--- src/rtl/escalonador_round_robin.sv ---
// Round-robin preemption manager between the OS (PID 0) and NUM_PROC user processes.
// Optional per-PID dispatch statistics are enabled by defining ESCALONADOR_STATS_EN.
module escalonador_round_robin #(
    parameter int unsigned NUM_PROC  = 4,
    parameter int unsigned PID_W     = 3,
    parameter int unsigned ADDR_W    = 32,
    parameter int unsigned QUANT_W   = 5,
    parameter int unsigned QUANT_RST = 30
) (
    input  logic              clock,
    input  logic              reset_n,
    input  logic              jump_req,
    input  logic [PID_W-1:0]  jump_pid,
    input  logic              tick,
    input  logic              halt,
    input  logic              cfg_we,
    input  logic [1:0]        cfg_sel,
    input  logic [PID_W-1:0]  cfg_pid,
    input  logic [ADDR_W-1:0] cfg_data,
    output logic              tem_desloc_PC,
    output logic              tem_desloc_MD,
    output logic [ADDR_W-1:0] base_to_desloc_PC,
    output logic [ADDR_W-1:0] base_to_desloc_MD,
    output logic              reset_geral,
    output logic              flag_preempcao,
    output logic              causa_halt,
    output logic [PID_W-1:0]  pid_ativo,
    output logic [PID_W-1:0]  pid_proximo,
    output logic              erro_despacho
`ifdef ESCALONADOR_STATS_EN
    ,
    input  logic [PID_W-1:0]  stat_pid,
    output logic [15:0]       stat_trocas
`endif
);

    typedef enum logic [1:0] {StSo, StDisp, StRun, StPreempt} state_e;

    state_e              state_q, state_d;
    logic                tem_q, tem_d;
    logic [ADDR_W-1:0]   base_pc_q, base_pc_d;
    logic [ADDR_W-1:0]   base_md_q, base_md_d;
    logic                reset_geral_q, reset_geral_d;
    logic                flag_q, flag_d;
    logic                causa_q, causa_d;
    logic                erro_q, erro_d;
    logic [PID_W-1:0]    pid_ativo_q, pid_ativo_d;
    logic [PID_W-1:0]    last_pid_q, last_pid_d;
    logic [PID_W-1:0]    pid_prox_q, pid_prox_d;
    logic [QUANT_W-1:0]  cnt_q, cnt_d;
    logic [QUANT_W-1:0]  quantum_q, quantum_d;
    logic [NUM_PROC:1]   alive_q, alive_d;
    logic [ADDR_W-1:0]   mi_base_q [1:NUM_PROC];
    logic [ADDR_W-1:0]   mi_base_d [1:NUM_PROC];
    logic [ADDR_W-1:0]   md_base_q [1:NUM_PROC];
    logic [ADDR_W-1:0]   md_base_d [1:NUM_PROC];

    logic jump_valid, jump_ok, cfg_valid;

    assign jump_valid = (jump_pid != '0) && (jump_pid <= PID_W'(NUM_PROC));
    assign jump_ok    = jump_valid && alive_q[jump_pid];
    assign cfg_valid  = (cfg_pid != '0) && (cfg_pid <= PID_W'(NUM_PROC));

    always_comb begin
        state_d       = state_q;
        tem_d         = tem_q;
        base_pc_d     = base_pc_q;
        base_md_d     = base_md_q;
        reset_geral_d = 1'b0;
        flag_d        = 1'b0;
        causa_d       = 1'b0;
        erro_d        = 1'b0;
        pid_ativo_d   = pid_ativo_q;
        last_pid_d    = last_pid_q;
        cnt_d         = cnt_q;
        quantum_d     = quantum_q;
        alive_d       = alive_q;
        mi_base_d     = mi_base_q;
        md_base_d     = md_base_q;

        if (jump_req && !((state_q == StSo) && jump_ok)) begin
            erro_d = 1'b1;
        end

        case (state_q)
            StSo: begin
                if (jump_req && jump_ok) begin
                    state_d       = StDisp;
                    tem_d         = 1'b1;
                    base_pc_d     = mi_base_q[jump_pid];
                    base_md_d     = md_base_q[jump_pid];
                    reset_geral_d = 1'b1;
                    pid_ativo_d   = jump_pid;
                    cnt_d         = quantum_q;
                end
            end
            StDisp: state_d = StRun;
            StRun: begin
                // Halt has priority over quantum expiry in the same cycle.
                if (halt) begin
                    state_d                = StPreempt;
                    causa_d                = 1'b1;
                    alive_d[pid_ativo_q]   = 1'b0;
                end else if (tick && (cnt_q == QUANT_W'(1))) begin
                    state_d = StPreempt;
                end else if (tick && (cnt_q != '0)) begin
                    // A zero quantum never counts down, so the process runs until halt.
                    cnt_d = cnt_q - QUANT_W'(1);
                end
                if (state_d == StPreempt) begin
                    flag_d        = 1'b1;
                    reset_geral_d = 1'b1;
                    tem_d         = 1'b0;
                    last_pid_d    = pid_ativo_q;
                    pid_ativo_d   = '0;
                end
            end
            StPreempt: state_d = StSo;
            default:   state_d = StSo;
        endcase

        if (cfg_we) begin
            unique case (cfg_sel)
                2'd0: begin
                    if (cfg_valid) begin
                        mi_base_d[cfg_pid] = cfg_data;
                        alive_d[cfg_pid]   = 1'b1;
                    end
                end
                2'd1: begin
                    if (cfg_valid) begin
                        md_base_d[cfg_pid] = cfg_data;
                    end
                end
                2'd2:    quantum_d = cfg_data[QUANT_W-1:0];
                default: ;
            endcase
        end
    end

    // Next-runnable suggestion is computed from next-state values so it is registered in step.
    always_comb begin
        logic             found;
        logic [PID_W-1:0] cand;
        found      = 1'b0;
        cand       = '0;
        pid_prox_d = '0;
        for (int i = 1; i <= int'(NUM_PROC); i++) begin
            cand = PID_W'(((int'(last_pid_d) + i - 1) % int'(NUM_PROC)) + 1);
            if (!found && alive_d[cand]) begin
                pid_prox_d = cand;
                found      = 1'b1;
            end
        end
    end

    always_ff @(posedge clock or negedge reset_n) begin
        if (!reset_n) begin
            state_q       <= StSo;
            tem_q         <= 1'b0;
            base_pc_q     <= '0;
            base_md_q     <= '0;
            reset_geral_q <= 1'b0;
            flag_q        <= 1'b0;
            causa_q       <= 1'b0;
            erro_q        <= 1'b0;
            pid_ativo_q   <= '0;
            last_pid_q    <= '0;
            pid_prox_q    <= '0;
            cnt_q         <= '0;
            quantum_q     <= QUANT_W'(QUANT_RST);
            alive_q       <= '1;
            for (int i = 1; i <= int'(NUM_PROC); i++) begin
                mi_base_q[i] <= '0;
                md_base_q[i] <= '0;
            end
        end else begin
            state_q       <= state_d;
            tem_q         <= tem_d;
            base_pc_q     <= base_pc_d;
            base_md_q     <= base_md_d;
            reset_geral_q <= reset_geral_d;
            flag_q        <= flag_d;
            causa_q       <= causa_d;
            erro_q        <= erro_d;
            pid_ativo_q   <= pid_ativo_d;
            last_pid_q    <= last_pid_d;
            pid_prox_q    <= pid_prox_d;
            cnt_q         <= cnt_d;
            quantum_q     <= quantum_d;
            alive_q       <= alive_d;
            mi_base_q     <= mi_base_d;
            md_base_q     <= md_base_d;
        end
    end

    assign tem_desloc_PC     = tem_q;
    assign tem_desloc_MD     = tem_q;
    assign base_to_desloc_PC = base_pc_q;
    assign base_to_desloc_MD = base_md_q;
    assign reset_geral       = reset_geral_q;
    assign flag_preempcao    = flag_q;
    assign causa_halt        = causa_q;
    assign pid_ativo         = pid_ativo_q;
    assign pid_proximo       = pid_prox_q;
    assign erro_despacho     = erro_q;

`ifdef ESCALONADOR_STATS_EN
    logic [15:0] stat_q [1:NUM_PROC];
    logic        stat_valid;

    assign stat_valid = (stat_pid != '0) && (stat_pid <= PID_W'(NUM_PROC));

    always_ff @(posedge clock or negedge reset_n) begin
        if (!reset_n) begin
            for (int i = 1; i <= int'(NUM_PROC); i++) begin
                stat_q[i] <= '0;
            end
        end else if ((state_q == StDisp) && (stat_q[pid_ativo_q] != 16'hFFFF)) begin
            stat_q[pid_ativo_q] <= stat_q[pid_ativo_q] + 16'd1;
        end
    end

    assign stat_trocas = stat_valid ? stat_q[stat_pid] : 16'd0;
`endif

endmodule
--- config.mk ---
export PLATFORM = sky130hd
export DESIGN_NAME = escalonador_round_robin
export DESIGN_NICKNAME = d
export VERILOG_FILES = /design/src/rtl/escalonador_round_robin.sv
export SDC_FILE = /design/constraint.sdc
export NUM_CORES = 1
export LEC_CHECK = 0
export ABC_AREA = 0
export CAP_MARGIN = 20
export CORE_ASPECT_RATIO = 0.8
export CORE_MARGIN = 3
export CORE_UTILIZATION = 60
export DETAILED_ROUTE_END_ITERATION = 12
export GPL_TIMING_DRIVEN = 0
export MAX_ROUTING_LAYER = met4
export PLACE_DENSITY = 0.83
export SYNTH_ARGS = -nofsm -noshare
export SYNTH_HDL_FRONTEND = slang
export SYNTH_SLANG_ARGS = --single-unit
--- constraint.sdc ---
create_clock -name clock -period 4.4 [get_ports clock]
set_input_delay 0.44 -clock clock [delete_from_list [all_inputs] [get_ports clock]]
set_output_delay 0.44 -clock clock [all_outputs]
set_load 0.005 [all_outputs]
Word level (Yosys, flattened, before mapping) --
Index checks and enable logic that the tools add are counted.
Word-level totals: flip-flop bits (word level) 350, bits of input ports 46, output and inout bits 76, word-level logic and storage cells 165
Operators by class: $add $sub $neg 13, order comparisons 14, equal/unequal tests 12, mux-type cells 61, bitwise operators 9, reductions and logical operators 34
Operators by type and width (count):
- 128-bit bitwise mux | 2
- 32-bit binary-select mux with 3-bit select | 2
- 32-bit 2-to-1 mux | 5
- 32-bit demux with 3-bit select | 1
- 3-bit by 4-bit less-than comparator with 1-bit output, second input constant | 7
- 3-bit 2-to-1 mux | 8
- 4-bit 2-to-1 mux | 5
- 5-bit 2-to-1 mux | 4
- 4-bit by 1-bit subtractor with 5-bit output, second input constant | 4
- 1-bit 2-to-1 mux | 18
- 1-bit binary-select mux with 3-bit select | 5
- 1-bit logical AND | 14
- 3-bit by 2-bit adder with 3-bit output, second input constant | 4
- 5-bit one-hot mux with 2 select lines | 1
- 3-bit AND reduction | 3
- 3-bit by 2-bit adder with 4-bit output, second input constant | 2
- 2-bit == test, second input constant | 4
- 4-bit >= comparator, second input constant | 2
- 2-bit 2-to-1 mux | 4
- 2-bit inequality test, second input constant | 4
- 3-bit NOT with 4-bit output | 2
- 2-bit one-hot mux with 4 select lines | 1
- 2-bit OR reduction | 4
- 1-bit demux with 3-bit select | 2
- 22 further kinds | 35

Depth between registers and ports, before layout --
depth after elaboration 25, depth in mapped cells 14, gate-level depth less buffers 13

Least setup slack after synthesis --
Ideal clock, no wire load.
path kind reg2reg, start point register cnt_q[0], end point register pid_prox_q[2] (netlist: pid_proximo[2]), data arrival time 2.740 ns, setup slack 1.577 ns, cell stages (with the launch flop) 14, period minus slack after synthesis 2.823 ns, cell sequence dfrtp_1 -> ha_1 -> and2_1 -> a311o_2 -> and2_4 -> buf_6 -> clkinv_8 -> ha_1 -> inv_1 -> nor2_1 -> a32oi_2 -> a22oi_1 -> a32o_1 -> o22ai_1
On the way: cells in the longest elaborated chain, start to end 25, elaborated cells between the ends (all ways) 49, classes of those cells add/sub: 12; eq/ne: 2; mux: 20; bitwise: 4; reduce/logical: 11
Ends and longest elaborated chain:
- start, declared | RTL line 50 | logic [QUANT_W-1:0] cnt_q, cnt_d;
- start signal, assigned | RTL line 189 | cnt_q <= cnt_d;
- 5-bit by 1-bit == test with 1-bit output (*) | RTL line 104 | end else if (tick && (cnt_q == QUANT_W'(1))) begin
- 1-bit logical AND (*) | RTL line 104
- 2-bit 2-to-1 mux (*) | RTL line 104
- 2-bit 2-to-1 mux (*) | RTL line 100 | if (halt) begin
- 2-bit 2-to-1 mux (*) | RTL line 85 | case (state_q)
- 2-bit == test (*) | RTL line 110 | if (state_d == StPreempt) begin
- 3-bit 2-to-1 mux (*) | RTL line 110
- 3-bit 2-to-1 mux (*) | RTL line 85
- via last_pid_d[0] | RTL line 48 | logic [PID_W-1:0] last_pid_q, last_pid_d;
- [10 not listed]
- 1-bit 2-to-1 mux | RTL line 150 | if (!found && alive_d[cand]) begin
- 1-bit zero test | RTL line 150
- 1-bit logical AND | RTL line 150
- 1-bit 2-to-1 mux | RTL line 150
- 1-bit zero test | RTL line 150
- 1-bit logical AND | RTL line 150
- 3-bit 2-to-1 mux (*) | RTL line 150
- via pid_prox_d[2] | RTL line 49 | logic [PID_W-1:0] pid_prox_q, pid_prox_d;
- end signal, assigned | RTL line 188 | pid_prox_q <= pid_prox_d;
- end, declared | RTL line 49
The timed path passes the listed nets; every way through them passes the cells marked *. The select of a mux whose other input is x is not followed. A chain may end at the register's enable or synchronous reset.

Final worst setup path --
start point register cnt_q[1], end point register pid_prox_q[2] (netlist: pid_proximo[2])
The elaborated chain is that of the path after synthesis.

==> impl_metrics.json <==
{
  "rows": 51,
  "cts_max_path_buffers": 3,
  "hold_path.class": "reg -> reg",
  "finalPower_mw": 10.78,
  "synth_seq_cells": 349,
  "wl_per_cell_um": 22.00,
  "dp.final_hpwl_mm": 26.54,
  "initial_utilization_pct": 62.26,
  "min_period_ps": 3234,
  "place_area_um2": 17160,
  "cp-end-kind": "flip-flop",
  "syn_nets": 1356,
  "die_h_um": 149.7,
  "die_w_um": 185.7,
  "period_share_pct": 73.50,
  "worst_slew_pin_slew_ps": 1094,
  "grt_max_degree": 129,
  "core_area_um2": 24890,
  "drcViolationCount": 0,
  "antenna_found_initial": 1,
  "design_area_um2": 18310,
  "power.density_nw_per_um2": 588.7,
  "synth_area_per_cell_um2": 11.87,
  "clock_latency_ps": 510,
  "grt_pass1_vias": 11520,
  "fin_cells": 1808,
  "p_leak_nw": 8.199,
  "ys_warn_count": 0,
  "dieArea_um2": 27800,
  "arrival_ps": 3660,
  "peakVddDrop_v": 0.0003384,
  "ys_seq_area_share_pct": 56.43,
  "clockPowerShare_pct": 27.6,
  "synthArstFlopShare_pct": 100.0,
  "clock_sinks": 349,
  "area_growth_pct": 18.20,
  "finalSetupViolations": 0,
  "multiInputGateArea_um2": 6307,
  "grt_pass1_wl_mm": 62.81,
  "run_status": "complete, no violations",
  "synth.distinct_cells": 70,
  "cts_tree": "yes",
  "first_iter_violations": 1114,
  "ys.flop_type": "dfrtp_1",
  "cts-resized-gates": 0,
  "pin_count": 122,
  "critPathMaxFanout": 11,
  "p_comb_share_pct": 29.7,
  "overflow": 0,
  "p_sw_mw": 3.221,
  "port_buffers": 120,
  "synth_area_um2": 15490,
  "vias_per_cell": 6.183,
  "cts.htree.levels": 2,
  "drive_above_1_share_pct": 25.92,
  "nets": 1517,
  "antenna_left": 0,
  "relSlewSlack_pct": 26.54,
  "drt_wl_total_mm": 39.78,
  "seqCellArea_um2": 8743,
  "clkTransAtPathRegs_ps": 60,
  "syn_inst": 1305,
  "gp_congestion": 0.8957,
  "maxSlewViolCount": 0,
  "required_ps": 4830,
  "critPathLaunchType": "flip-flop",
  "cts_root_buffer": "clkbuf_16",
  "p_sw_share_pct": 29.88,
  "max_freq_ghz": 0.3092,
  "fillers": 1630,
  "skew_ps": 9.259,
  "post-place-cells": 1746,
  "first_pass_iters": 7,
  "rsz0062_at_grt": "false",
  "final_util_pct": 73.59,
  "cts_made_buffers": 35,
  "final_hold_viol_count": 0,
  "cap_violations": 0,
  "seq_power_share_pct": 42.7,
  "crit_type": "reg -> reg",
  "intPower_mw": 7.560,
  "vias": 11180,
  "synth_edf_count": 0,
  "grtUsageTotal_pct": 29.96
}
registers in the layout (all words and copies together) (netlist names), 2 cells and up:
signal	cells
md_base_q	128
mi_base_q	128
base_to_desloc_MD	32
base_to_desloc_PC	32
cnt_q	5
quantum_q	5
alive_q	4
pid_ativo	3
pid_proximo	3
last_pid_q	2
state_q	2
per-stage QoR:
step	worst slack, ps	hold slack, ps	TNS [ps]
4_1_cts	1173	478.7	0
3_3_place_gp	-11950	458.5	-4122220
3_5_place_dp	946.0	463.7	0
6_report	1166	479.9	0
2_1_floorplan	1577	144.4	0
5_1_grt	946.1	497.2	0
worst paths after layout:
check,start,endpoint,slack (ps),cells after the start
min,mi_base_q[6]$_DFFE_PN0P_,mi_base_q[6]$_DFFE_PN0P_,480,2
max in group asynchronous,reset_n,md_base_q[50]$_DFFE_PN0P_,2740,3
min in group asynchronous,reset_n,pid_proximo[0]$_DFF_PN0_,540,2
max reg2reg,cnt_q[1]$_DFFE_PN0P_,pid_proximo[2]$_DFF_PN0_,1170,14
min reg2reg,mi_base_q[6]$_DFFE_PN0P_,mi_base_q[6]$_DFFE_PN0P_,480,2
max,cnt_q[1]$_DFFE_PN0P_,pid_proximo[2]$_DFF_PN0_,1170,14
critical path, stage by stage (launching register included):
cell      delay [ps]
dfrtp_1          350
inv_1             90
ha_1             210
and2_1           220
a31oi_2          370
and2_4           210
buf_6            150
clkinv_8          90
ha_1             320
inv_1            210
nor2_1           100
a32oi_2          290
a22oi_1          110
a32o_1           300
o22ai_1          160
power groups by stage:
stage | registers [mW] | logic, mW | clock network, mW
2_1_floorplan | 4.52 | 1.88 | 0
6_report | 4.61 | 3.20 | 2.97
3_5_place_dp | 4.64 | 3.15 | 0
5_1_grt | 4.70 | 3.54 | 3.13
4_1_cts | 4.60 | 3.20 | 3.00
3_3_place_gp | 4.61 | 3.04 | 0
layout by cell type, fill, tap and decap left out, drive strengths merged, types with 3 or more instances in the layout:
master and n:
a21oi 136, a221oi 4, a22oi 67, and2 3
buf 40, clkbuf 110, clkdlybuf4s50 119, clkinv 4
dfrtp 341, dfstp 8, ha 5, inv 12
mux2 296, nand2 115, nand2b 5, nand3 4
nor2 144, nor2b 3, nor3 7, o211ai 4
o21ai 11, or3 3
routing by layer:
layer	wire length (µm)	GRT usage (%)
met5	0	-
met1	17120	41.88
met4	903	8.336
met3	3360	5.322
met2	18400	45.98
cell families after synthesis:
group | synth area share [%]
AND/OR/NAND/NOR | 8.318
flip-flops | 56.43
multiplexers | 21.58
adder cells (fa/ha/maj) | 0.4038
buffers and inverters | 2.859
AO/OA/AOI/OAI | 10.30
XOR/XNOR | 0.1131
Yosys cell counts, types with 2 or more instances:
library cell | n | area (µm²)
a21oi_1 | 136 | 680.7
and2_1 | 2 | 12.51
nor2_1 | 144 | 540.5
ha_1 | 5 | 62.56
nor3_1 | 6 | 30.03
o211ai_1 | 4 | 30.03
nor2b_1 | 3 | 18.77
clkbuf_1 | 54 | 202.7
o21ai_0 | 9 | 45.04
a221oi_1 | 2 | 17.52
a211oi_1 | 2 | 15.01
dfrtp_1 | 341 | 8533
or3_1 | 3 | 18.77
mux2_1 | 2 | 22.52
o21ai_1 | 2 | 10.01
inv_1 | 12 | 45.04
buf_4 | 3 | 22.52
nand2_1 | 115 | 431.7
o31ai_1 | 2 | 15.01
mux2_2 | 294 | 3311
a22oi_1 | 67 | 503.0
a221o_1 | 2 | 20.02
buf_2 | 8 | 40.04
nand2b_1 | 5 | 31.28
a221oi_2 | 2 | 30.03
nor4b_1 | 2 | 17.52
buf_6 | 3 | 33.78
or2_1 | 2 | 12.51
dfstp_2 | 8 | 210.2
nand3_1 | 4 | 20.02
buf_1 | 22 | 82.58
area by class of cell:
| class | count | share of cell area [%] |
|---|---|---|
| sequential | 349 | 47.74 |
| multi-input combinational | 853 | 34.44 |
| timing repair buffer | 124 | 6.969 |
| clock buffer | 56 | 5.937 |
| tap | 318 | 2.173 |
| buffer | 90 | 2.084 |
| inverter | 13 | 0.3348 |
| clock inverter | 4 | 0.3074 |
| antenna | 1 | 0.01366 |
repair_timing:
item	4_1_cts	5_1_grt
setup buffers	0	0
hold buffers	1	0
hold endpoints to repair	1	0
Power figures use the tool's default switching activity.
